`config.mk`:
```
export PLATFORM = sky130hd
export DESIGN_NAME = prince_arbiter
export DESIGN_NICKNAME = d
export VERILOG_FILES = /design/src/rtl/prince_arb_pkg.sv /design/src/rtl/prince_arb_rr.sv /design/src/rtl/prince_arbiter.sv
export SDC_FILE = /design/constraint.sdc
export NUM_CORES = 1
export LEC_CHECK = 0
export ABC_AREA = 1
export CAP_MARGIN = 30
export CORE_AREA = 2 2 455 457
export DETAILED_ROUTE_END_ITERATION = 10
export DIE_AREA = 0 0 457 459
export DONT_BUFFER_PORTS = 1
export HOLD_SLACK_MARGIN = 0.05
export SYNTH_ARGS = -nofsm -noshare
export SYNTH_HDL_FRONTEND = slang
export SYNTH_SLANG_ARGS = --single-unit
export TNS_END_PERCENT = 5
```
`constraint.sdc`:
```
create_clock -name clk -period 2.01 [get_ports clk]
set_input_delay 0.201 -clock clk [delete_from_list [all_inputs] [get_ports clk]]
set_output_delay 0.201 -clock clk [all_outputs]
set_load 0.005 [all_outputs]
```
`src/rtl/prince_arb_pkg.sv`:
```
// Shared types and constants for the two-requester PRINCE core arbiter.
package prince_arb_pkg;

    localparam int SHARE_W = 64;
    localparam int KEY_W   = 128;

    localparam logic REQ_A = 1'b0;
    localparam logic REQ_B = 1'b1;

    typedef enum logic [1:0] {
        IDLE   = 2'd0,
        LAUNCH = 2'd1,
        BUSY   = 2'd2,
        RESP   = 2'd3
    } arb_state_e;

    // Select by masking against zero so an unselected share never reaches the datapath.
    function automatic logic [SHARE_W-1:0] share_gate(input logic [SHARE_W-1:0] i_d,
                                                      input logic i_sel);
        return i_d & {SHARE_W{i_sel}};
    endfunction

endpackage

```
`src/rtl/prince_arb_rr.sv`:
```
// Two-way round-robin grant; on a tie the requester not recorded in r_last wins.
module prince_arb_rr
    import prince_arb_pkg::*;
(
    input  logic clk,
    input  logic rst,
    input  logic i_a_valid,
    input  logic i_b_valid,
    input  logic i_accept,
    output logic o_grant,
    output logic o_grant_valid
);

    logic r_last;

    always_ff @(posedge clk) begin
        if (!rst) begin
            r_last <= REQ_B;
        end else if (i_accept) begin
            r_last <= o_grant;
        end
    end

    always_comb begin
        o_grant_valid = i_a_valid | i_b_valid;
        if (i_a_valid && i_b_valid) begin
            o_grant = ~r_last;
        end else if (i_b_valid) begin
            o_grant = REQ_B;
        end else begin
            o_grant = REQ_A;
        end
    end

endmodule

```
`src/rtl/prince_arbiter.sv`:
```
// Shares one masked PRINCE core between two clients; IDLE->LAUNCH->BUSY->RESP per job.
// Optional BUSY watchdog with sticky err output: define PRINCE_ARB_WDOG_EN.
module prince_arbiter
    import prince_arb_pkg::*;
#(
    parameter int TIMEOUT = 64
) (
    input  logic               clk,
    input  logic               rst,
    input  logic               a_req_valid,
    output logic               a_req_ready,
    input  logic               a_enc,
    input  logic [SHARE_W-1:0] a_p0,
    input  logic [SHARE_W-1:0] a_p1,
    input  logic [KEY_W-1:0]   a_k,
    output logic               a_rsp_valid,
    input  logic               a_rsp_ready,
    output logic [SHARE_W-1:0] a_c0,
    output logic [SHARE_W-1:0] a_c1,
    input  logic               b_req_valid,
    output logic               b_req_ready,
    input  logic               b_enc,
    input  logic [SHARE_W-1:0] b_p0,
    input  logic [SHARE_W-1:0] b_p1,
    input  logic [KEY_W-1:0]   b_k,
    output logic               b_rsp_valid,
    input  logic               b_rsp_ready,
    output logic [SHARE_W-1:0] b_c0,
    output logic [SHARE_W-1:0] b_c1,
    output logic               core_rst,
    output logic               core_en,
    output logic               core_enc,
    output logic [SHARE_W-1:0] core_p0,
    output logic [SHARE_W-1:0] core_p1,
    output logic [KEY_W-1:0]   core_k,
    input  logic [SHARE_W-1:0] core_c0,
    input  logic [SHARE_W-1:0] core_c1,
    input  logic               core_done
`ifdef PRINCE_ARB_WDOG_EN
    ,
    output logic               err
`endif
);

    arb_state_e         r_state, w_state_next;
    logic               r_owner, r_enc;
    logic [SHARE_W-1:0] r_p0, r_p1, r_c0, r_c1;
    logic [KEY_W-1:0]   r_k;

    logic               w_grant, w_grant_valid, w_accept, w_sel_a, w_sel_b;
    logic               w_done, w_fire, w_timeout, w_wd_rst, w_rsp_a, w_rsp_b;
    logic               w_op_enc;
    logic [SHARE_W-1:0] w_op_p0, w_op_p1;
    logic [KEY_W-1:0]   w_op_k;

    prince_arb_rr u_rr (
        .clk           (clk),
        .rst           (rst),
        .i_a_valid     (a_req_valid),
        .i_b_valid     (b_req_valid),
        .i_accept      (w_accept),
        .o_grant       (w_grant),
        .o_grant_valid (w_grant_valid)
    );

    // Gated by rst so no ready is shown while reset is held.
    assign w_accept = rst && (r_state == IDLE) && w_grant_valid;
    assign w_sel_a  = w_accept && (w_grant == REQ_A);
    assign w_sel_b  = w_accept && (w_grant == REQ_B);
    assign w_done   = (r_state == BUSY) && core_done;
    assign w_fire   = (r_state == RESP) && ((r_owner == REQ_B) ? b_rsp_ready : a_rsp_ready);
    assign w_rsp_a  = (r_state == RESP) && (r_owner == REQ_A);
    assign w_rsp_b  = (r_state == RESP) && (r_owner == REQ_B);

    assign w_op_enc = w_sel_b ? (b_enc & w_sel_b) : (a_enc & w_sel_a);
    assign w_op_p0  = w_sel_b ? share_gate(b_p0, w_sel_b) : share_gate(a_p0, w_sel_a);
    assign w_op_p1  = w_sel_b ? share_gate(b_p1, w_sel_b) : share_gate(a_p1, w_sel_a);
    assign w_op_k   = w_sel_b ? (b_k & {KEY_W{w_sel_b}}) : (a_k & {KEY_W{w_sel_a}});

`ifdef PRINCE_ARB_WDOG_EN
    localparam int CNT_W = ($clog2(TIMEOUT + 1) > 8) ? $clog2(TIMEOUT + 1) : 8;

    logic [CNT_W-1:0] r_wd_cnt;
    logic             r_wd_rst, r_err;

    assign w_timeout = (r_state == BUSY) && !core_done && (r_wd_cnt == CNT_W'(TIMEOUT - 1));
    assign w_wd_rst  = r_wd_rst;
    assign err       = r_err;

    always_ff @(posedge clk) begin
        if (!rst) begin
            r_wd_cnt <= '0;
            r_wd_rst <= 1'b0;
            r_err    <= 1'b0;
        end else begin
            r_wd_rst <= w_timeout;
            if (r_state == LAUNCH) begin
                r_wd_cnt <= '0;
            end else if (r_state == BUSY) begin
                r_wd_cnt <= r_wd_cnt + 1'b1;
            end
            if (w_accept) begin
                r_err <= 1'b0;
            end else if (w_timeout) begin
                r_err <= 1'b1;
            end
        end
    end
`else
    // Without the watchdog BUSY waits forever and TIMEOUT has no effect.
    assign w_timeout = 1'b0 & (TIMEOUT < 1);
    assign w_wd_rst  = 1'b0;
`endif

    always_ff @(posedge clk) begin
        if (!rst) begin
            r_state <= IDLE;
        end else begin
            r_state <= w_state_next;
        end
    end

    always_comb begin
        w_state_next = r_state;
        case (r_state)
            IDLE:    if (w_accept) w_state_next = LAUNCH;
            LAUNCH:  w_state_next = BUSY;
            BUSY: begin
                if (core_done) begin
                    w_state_next = RESP;
                end else if (w_timeout) begin
                    w_state_next = IDLE;
                end
            end
            RESP:    if (w_fire) w_state_next = IDLE;
            default: w_state_next = IDLE;
        endcase
    end

    always_comb begin
        a_req_ready = w_sel_a;
        b_req_ready = w_sel_b;
        a_rsp_valid = w_rsp_a;
        b_rsp_valid = w_rsp_b;
        a_c0        = share_gate(r_c0, w_rsp_a);
        a_c1        = share_gate(r_c1, w_rsp_a);
        b_c0        = share_gate(r_c0, w_rsp_b);
        b_c1        = share_gate(r_c1, w_rsp_b);
        core_en     = (r_state == LAUNCH);
        core_rst    = !rst | w_wd_rst;
        core_enc    = r_enc;
        core_p0     = r_p0;
        core_p1     = r_p1;
        core_k      = r_k;
    end

    always_ff @(posedge clk) begin
        if (!rst) begin
            r_owner <= REQ_A;
            r_enc   <= 1'b0;
            r_p0    <= '0;
            r_p1    <= '0;
            r_k     <= '0;
            r_c0    <= '0;
            r_c1    <= '0;
        end else begin
            if (w_accept) begin
                r_owner <= w_grant;
                r_enc   <= w_op_enc;
                r_p0    <= w_op_p0;
                r_p1    <= w_op_p1;
                r_k     <= w_op_k;
            end else if (w_done || w_timeout) begin
                r_enc   <= 1'b0;
                r_p0    <= '0;
                r_p1    <= '0;
                r_k     <= '0;
            end
            if (w_done) begin
                r_c0 <= core_c0;
                r_c1 <= core_c1;
            end else if (w_fire) begin
                r_c0 <= '0;
                r_c1 <= '0;
            end
        end
    end

endmodule
```
---- Yosys cells after proc, flatten, opt, wreduce, memory -nomap -nowiden ----
Index checks and enable logic that the tools add are counted.
storage, ports and cells
  bits in registers ....................... 389
  bits of input ports ..................... 649
  output and inout bits ................... 519
  logic and storage cells ................. 66
cells by class
  eq/ne operators ......................... 6
  multiplexer cells ....................... 21
  bitwise gates (word level) .............. 16
  reduce and logical (&&, ||, !) cells .... 14
operator list
  kind                                                                    count
  64-bit AND                                                              8
  64-bit 2-to-1 mux                                                       8
  128-bit 2-to-1 mux                                                      3
  128-bit AND                                                             2
  1-bit logical AND                                                       9
  2-bit case mux with 4 select lines                                      1
  1-bit 2-to-1 mux                                                        6
  2-bit 2-to-1 mux                                                        3
  2-bit inequality test (second input constant)                           3
  2-bit equality test (second input constant)                             2
  2-bit nonzero test                                                      2
  1-bit NOT                                                               3
  3-bit AND reduction                                                     1
  1-bit AND                                                               2
  2-bit by 1-bit equality test with 1-bit output (second input constant)  1
  2-bit zero test                                                         1
  1-bit zero test                                                         1
  1-bit OR                                                                1

---- Logic depth before layout (Yosys ltp) ----
Gate-level depths: netlist of the first run.
  depth after elaboration ................. 7
  mapped depth ............................ 11
  depth with buffers taken out ............ 9

---- Cells and area by module ----
Synthesis of the first run repeated with hierarchy kept, for this count alone.
second synthesis, totals
  cells, all modules ...................... 2974
  area, all modules ....................... 18652.9 µm²
modules (own cells, without submodules)
  module          times used  cells each  area each (µm²)  seq. area each (µm²)
  prince_arbiter  1           2965        18594.1          7767.4
  prince_arb_rr   1           9           58.8             20.0

---- Worst setup path after synthesis of the first run ----
OpenSTA, ideal clock, no wires.
  path type ............................... reg-to-reg
  start ................................... register r_state[0]
  end ..................................... register r_p0[5], in the netlist core_p0[5]
  arrival time ............................ 1443 ps
  required time ........................... 1893 ps
  slack ................................... 450 ps
  cell stages (with the launch flop) ...... 11
  buffers on the path ..................... 2
  period minus slack after synthesis ...... 1560 ps
  path through ............................ dfxtp_1 -> inv_1 -> ha_1 -> nand2_4 -> inv_4 -> nand2_2 -> nand2_4 -> buf_4 -> buf_2 -> o21ai_0 -> nor2_1
between the ends
  longest elaborated chain between the ends .. 7
  elaborated cells on any way between the ends .. 12
  those cells by class .................... eq/ne: 1; mux: 2; bitwise: 2; reduce/logical: 7
RTL lines
  item                                  line                                        source
  start: declaration                    prince_arbiter.sv:45                        arb_state_e r_state, w_state_next;
  start signal: assignment              prince_arbiter.sv:119                       r_state <= w_state_next;
  2-bit zero test                       prince_arbiter.sv:67                        assign w_accept = rst && (r_state == IDLE) && w_grant_valid;
  1-bit logical AND (2 in a row)        prince_arbiter.sv:67
  1-bit logical AND (on tied branches)  prince_arbiter.sv:68, prince_arbiter.sv:69
  64-bit AND                            prince_arb_pkg.sv:20                        return i_d & {SHARE_W{i_sel}};
  64-bit 2-to-1 mux                     prince_arbiter.sv:76                        assign w_op_p0 = w_sel_b ? share_gate(b_p0, w_sel_b) : share_gate(a_p0, w_sel_a);
  64-bit 2-to-1 mux                     prince_arbiter.sv:167                       if (w_accept) begin
  end signal: assignment                prince_arbiter.sv:170                       r_p0 <= w_op_p0;
  end: declaration                      prince_arbiter.sv:47                        logic [SHARE_W-1:0] r_p0, r_p1, r_c0, r_c1;
Parallel ways exist; a longest one is shown, timed or not.
A chain may end at the register's enable or synchronous reset.

---- Worst setup path after layout of the first run ----
  start ................................... register r_state[0]
  end ..................................... output port b_c0[13]
between the ends
  longest elaborated chain between the ends .. 3
RTL lines
  item                 line                  source
  2-bit equality test  prince_arbiter.sv:73  assign w_rsp_b = (r_state == RESP) && (r_owner == REQ_B);
  1-bit logical AND    prince_arbiter.sv:73
  64-bit AND           prince_arb_pkg.sv:20
  end: declaration     prince_arbiter.sv:28  output logic [SHARE_W-1:0] b_c0,
No other way between the ends.

==> flow_summary.json, run 1 <==
{
  "hp-class": "input port to flip-flop",
  "yosys.area.top_type_share": 0.394,
  "htreeDepth": 2,
  "finalSetupTns_ns": -32.80,
  "path_max_fanout": 7,
  "track_usage": 0.139,
  "gp_congestion": 0.971,
  "swShare": 0.434,
  "multi_input_area_mm2": 0.00924,
  "cell_internal_pwr_mw": 19.0,
  "worstSetupStartpoint": "r_state[0]",
  "whs_ns": -0.299,
  "clock_latency_ns": 0.69,
  "netlist_top_cells_area": "dfxtp_1 39%, nor2_1 20%, inv_1 12%",
  "dieArea_mm2": 0.210,
  "antenna_found_initial": 97,
  "wl_per_cell_um": 24.3,
  "crit_chain": "buf_6 -> ha_4 -> nand2_8 -> buf_16 -> buf_8 -> nor2_4 -> buf_6",
  "num_rows": 167,
  "tightestPinTransition_ns": 0.773,
  "fin_crit_sh": 1.13,
  "dp_hpwl_um": 125000,
  "power_switching_mw": 14.6,
  "dr.pass1.iters": 9,
  "outcome": "complete, but fails checks",
  "yosys_warnings": 0,
  "maxSlewViolCount": 0,
  "power_density_mw_per_mm2": 1070,
  "grt-ovfl-total": 0,
  "skew_ns": 0.0400,
  "syn_to_final_growth_pct": 59.6,
  "cts_buffers": 50,
  "finalWorstSetupSlack_ns": -0.257,
  "max_clock_freq_mhz": 441,
  "drc": 0,
  "cts.sinks": 389,
  "layout_commonest_cell": "nor2_1",
  "final-seq-area_mm2": 0.00779,
  "power_frac_seq": 0.410,
  "vias_per_cell": 3.71,
  "critical_path.slowest_cell": "dfxtp_2",
  "hold_viol_final": 118,
  "worst-path-buf-inv": 4,
  "fillers": 23341,
  "grt_first_pass_wirelength_um": 196000,
  "io_buffer_count": 0,
  "nets": 4362,
  "violations": "negative hold slack, negative setup slack",
  "maxSlewHeadroom": 0.485,
  "r2r_start": "r_state[0]",
  "die_w_um": 457,
  "io_pins": 1168,
  "cpPeakStageDelay_ns": 0.34,
  "synth_area_mm2": 0.0198,
  "syn_avg_cell_area_um2": 6.11,
  "synth_top_cell_by_area": "dfxtp_1",
  "power.leakage_nw": 12.9,
  "core_area_mm2": 0.206,
  "drive_gt1_frac": 0.131,
  "cp.arrival_ns": 2.07,
  "final_cell_mix": "848 x nor2_1, 650 x inv_1, 450 x dlygate4sd3_1",
  "power_mw": 33.6,
  "grt_pass1_vias": 21453,
  "stdcell_area_mm2": 0.0315,
  "critPathRequiredTime_ns": 1.81,
  "crit_top_cell": "buf_6",
  "vdd_ir_drop_max_v": 0.000582,
  "netlist_instances": 3234,
  "start_util": 0.0961,
  "period_needed_ns": 2.27,
  "grt_max_degree": 263,
  "cts_tree": "built",
  "drt_iter0_markers": 2259,
  "yosys.cell_types.count": 22,
  "num_vias": 24086,
  "startpoint_type": "flip-flop",
  "critPathKind": "flip-flop to output pin",
  "drv_cap": 0,
  "clockBufferDepth": 3,
  "min_from": "rst",
  "critical-path-top-delay-family": "buffers and inverters",
  "synth.net_count": 3887,
  "comb_power_share": 0.301,
  "wl_um": 158000,
  "path_clk_slew_ns": 0.06,
  "placed_area_mm2": 0.0237,
  "final-setup-viol-count": 248,
  "worstSetupEndpointType": "output pin",
  "rsz0062_at_grt": "yes",
  "postRouteAntennaNets": 0,
  "clockPowerShare": 0.290,
  "ys_seq_area_frac": 0.394,
  "ys_ff_latch": 389,
  "die_y_um": 459,
  "root_buffer": "clkbuf_16"
}
## metal layers
layer	GRT usage	wire length, µm
met5	0	406
met3	0.107	27300
met1	0.142	55700
met2	0.204	65300
met4	0.0715	9170
## flip-flops by register name (all words and copies together), names as in the netlist
name	count
core_k	128
u_rr.r_last	1
r_owner	1
core_enc	1
r_c1	64
core_p1	64
core_p0	64
r_state	2
r_c0	64
## synthesized netlist by cell type
master       n
o31ai_1      1
dfxtp_1    389
inv_4        1
nand3_1    131
a21oi_1    128
inv_1      656
o21ai_1    162
nand3_4      1
o21ai_0    352
nand2_2      2
nand2_1    143
clkbuf_1    90
buf_2      102
buf_6        8
nor2_4       1
buf_1       10
ha_1         4
buf_4       15
nand2_4      2
or2_2        1
nor2_1    1034
nand4_1      1
## cell type report
type                            count  share of cell area
Clock inverter                     20             0.00817
Timing Repair Buffer              648               0.216
Multi-Input combinational cell   1963               0.293
Antenna cell                       39             0.00309
Clock buffer                       70              0.0465
Inverter                          657              0.0785
Tap cell                         2704               0.107
Sequential cell                   389               0.247
## cell families (layout without fill, tap and decap cells)
family | Yosys count | count (layout) | share of synthesized area
simple gates | 1316 | 1316 | 0.261
buf+inv | 882 | 1395 | 0.180
compound gates | 643 | 643 | 0.163
flops | 389 | 389 | 0.394
fa+ha+maj | 4 | 4 | 0.00253
other cells | 0 | 39 | 0
## through the flow
step | hold WS [ns] | utilization | worst slack, ns | instances
after global placement | 0.355 | 0.115 | -0.0190 | 5886
after CTS | -0.414 | 0.145 | -0.335 | 6329
after detailed placement | 0.356 | 0.115 | -0.0334 | 5886
after floorplan | 0.349 | - | 0.450 | 3234
after global routing | -0.345 | 0.153 | -0.331 | 6463
final | -0.299 | 0.153 | -0.257 | 6490
## final timing paths
| kind | to | slack (ns) | depth (start not counted) |
|---|---|---|---|
| setup / recovery | b_c0[13] | -0.26 | 7 |
| hold / removal | core_p1[30] | -0.30 | 2 |
| setup reg to reg | core_k[45] | -0.03 | 11 |
| hold reg to reg | r_c0[46] | 0.48 | 2 |
## power groups by stage
stage	combinational [mW]	sequential (mW)	clock [mW]
4_1_cts	9.67	13.8	10.1
2_1_floorplan	5.43	10.9	0
3_3_place_gp	8.48	14.0	0
6_report	10.1	13.8	9.73
5_1_grt	11.2	14.2	10.3
3_5_place_dp	8.55	13.9	0
## what timing repair did
action                                  4_1_cts  5_1_grt
hold buffers                                336      115
endpoints found under the setup margin      279      341
pin swaps                                     2        3
endpoints found under the hold margin       389      248
setup buffers                                 9        4
gates cloned                                  8        3
resized for setup                           182      134
(Power assumes the default switching activity.)
==> run 2: changes to the inputs <==
--- a/config.mk
+++ b/config.mk
@@ -6,6 +6,7 @@
 export NUM_CORES = 1
 export LEC_CHECK = 0
 export ABC_AREA = 1
+export ABC_CLOCK_PERIOD_IN_PS = 2009
 export CAP_MARGIN = 30
 export CORE_AREA = 2 2 455 457
 export DETAILED_ROUTE_END_ITERATION = 10
==> results of run 2 <==
Same layout as run 1: the final DEF is identical, and so are final timing and power.
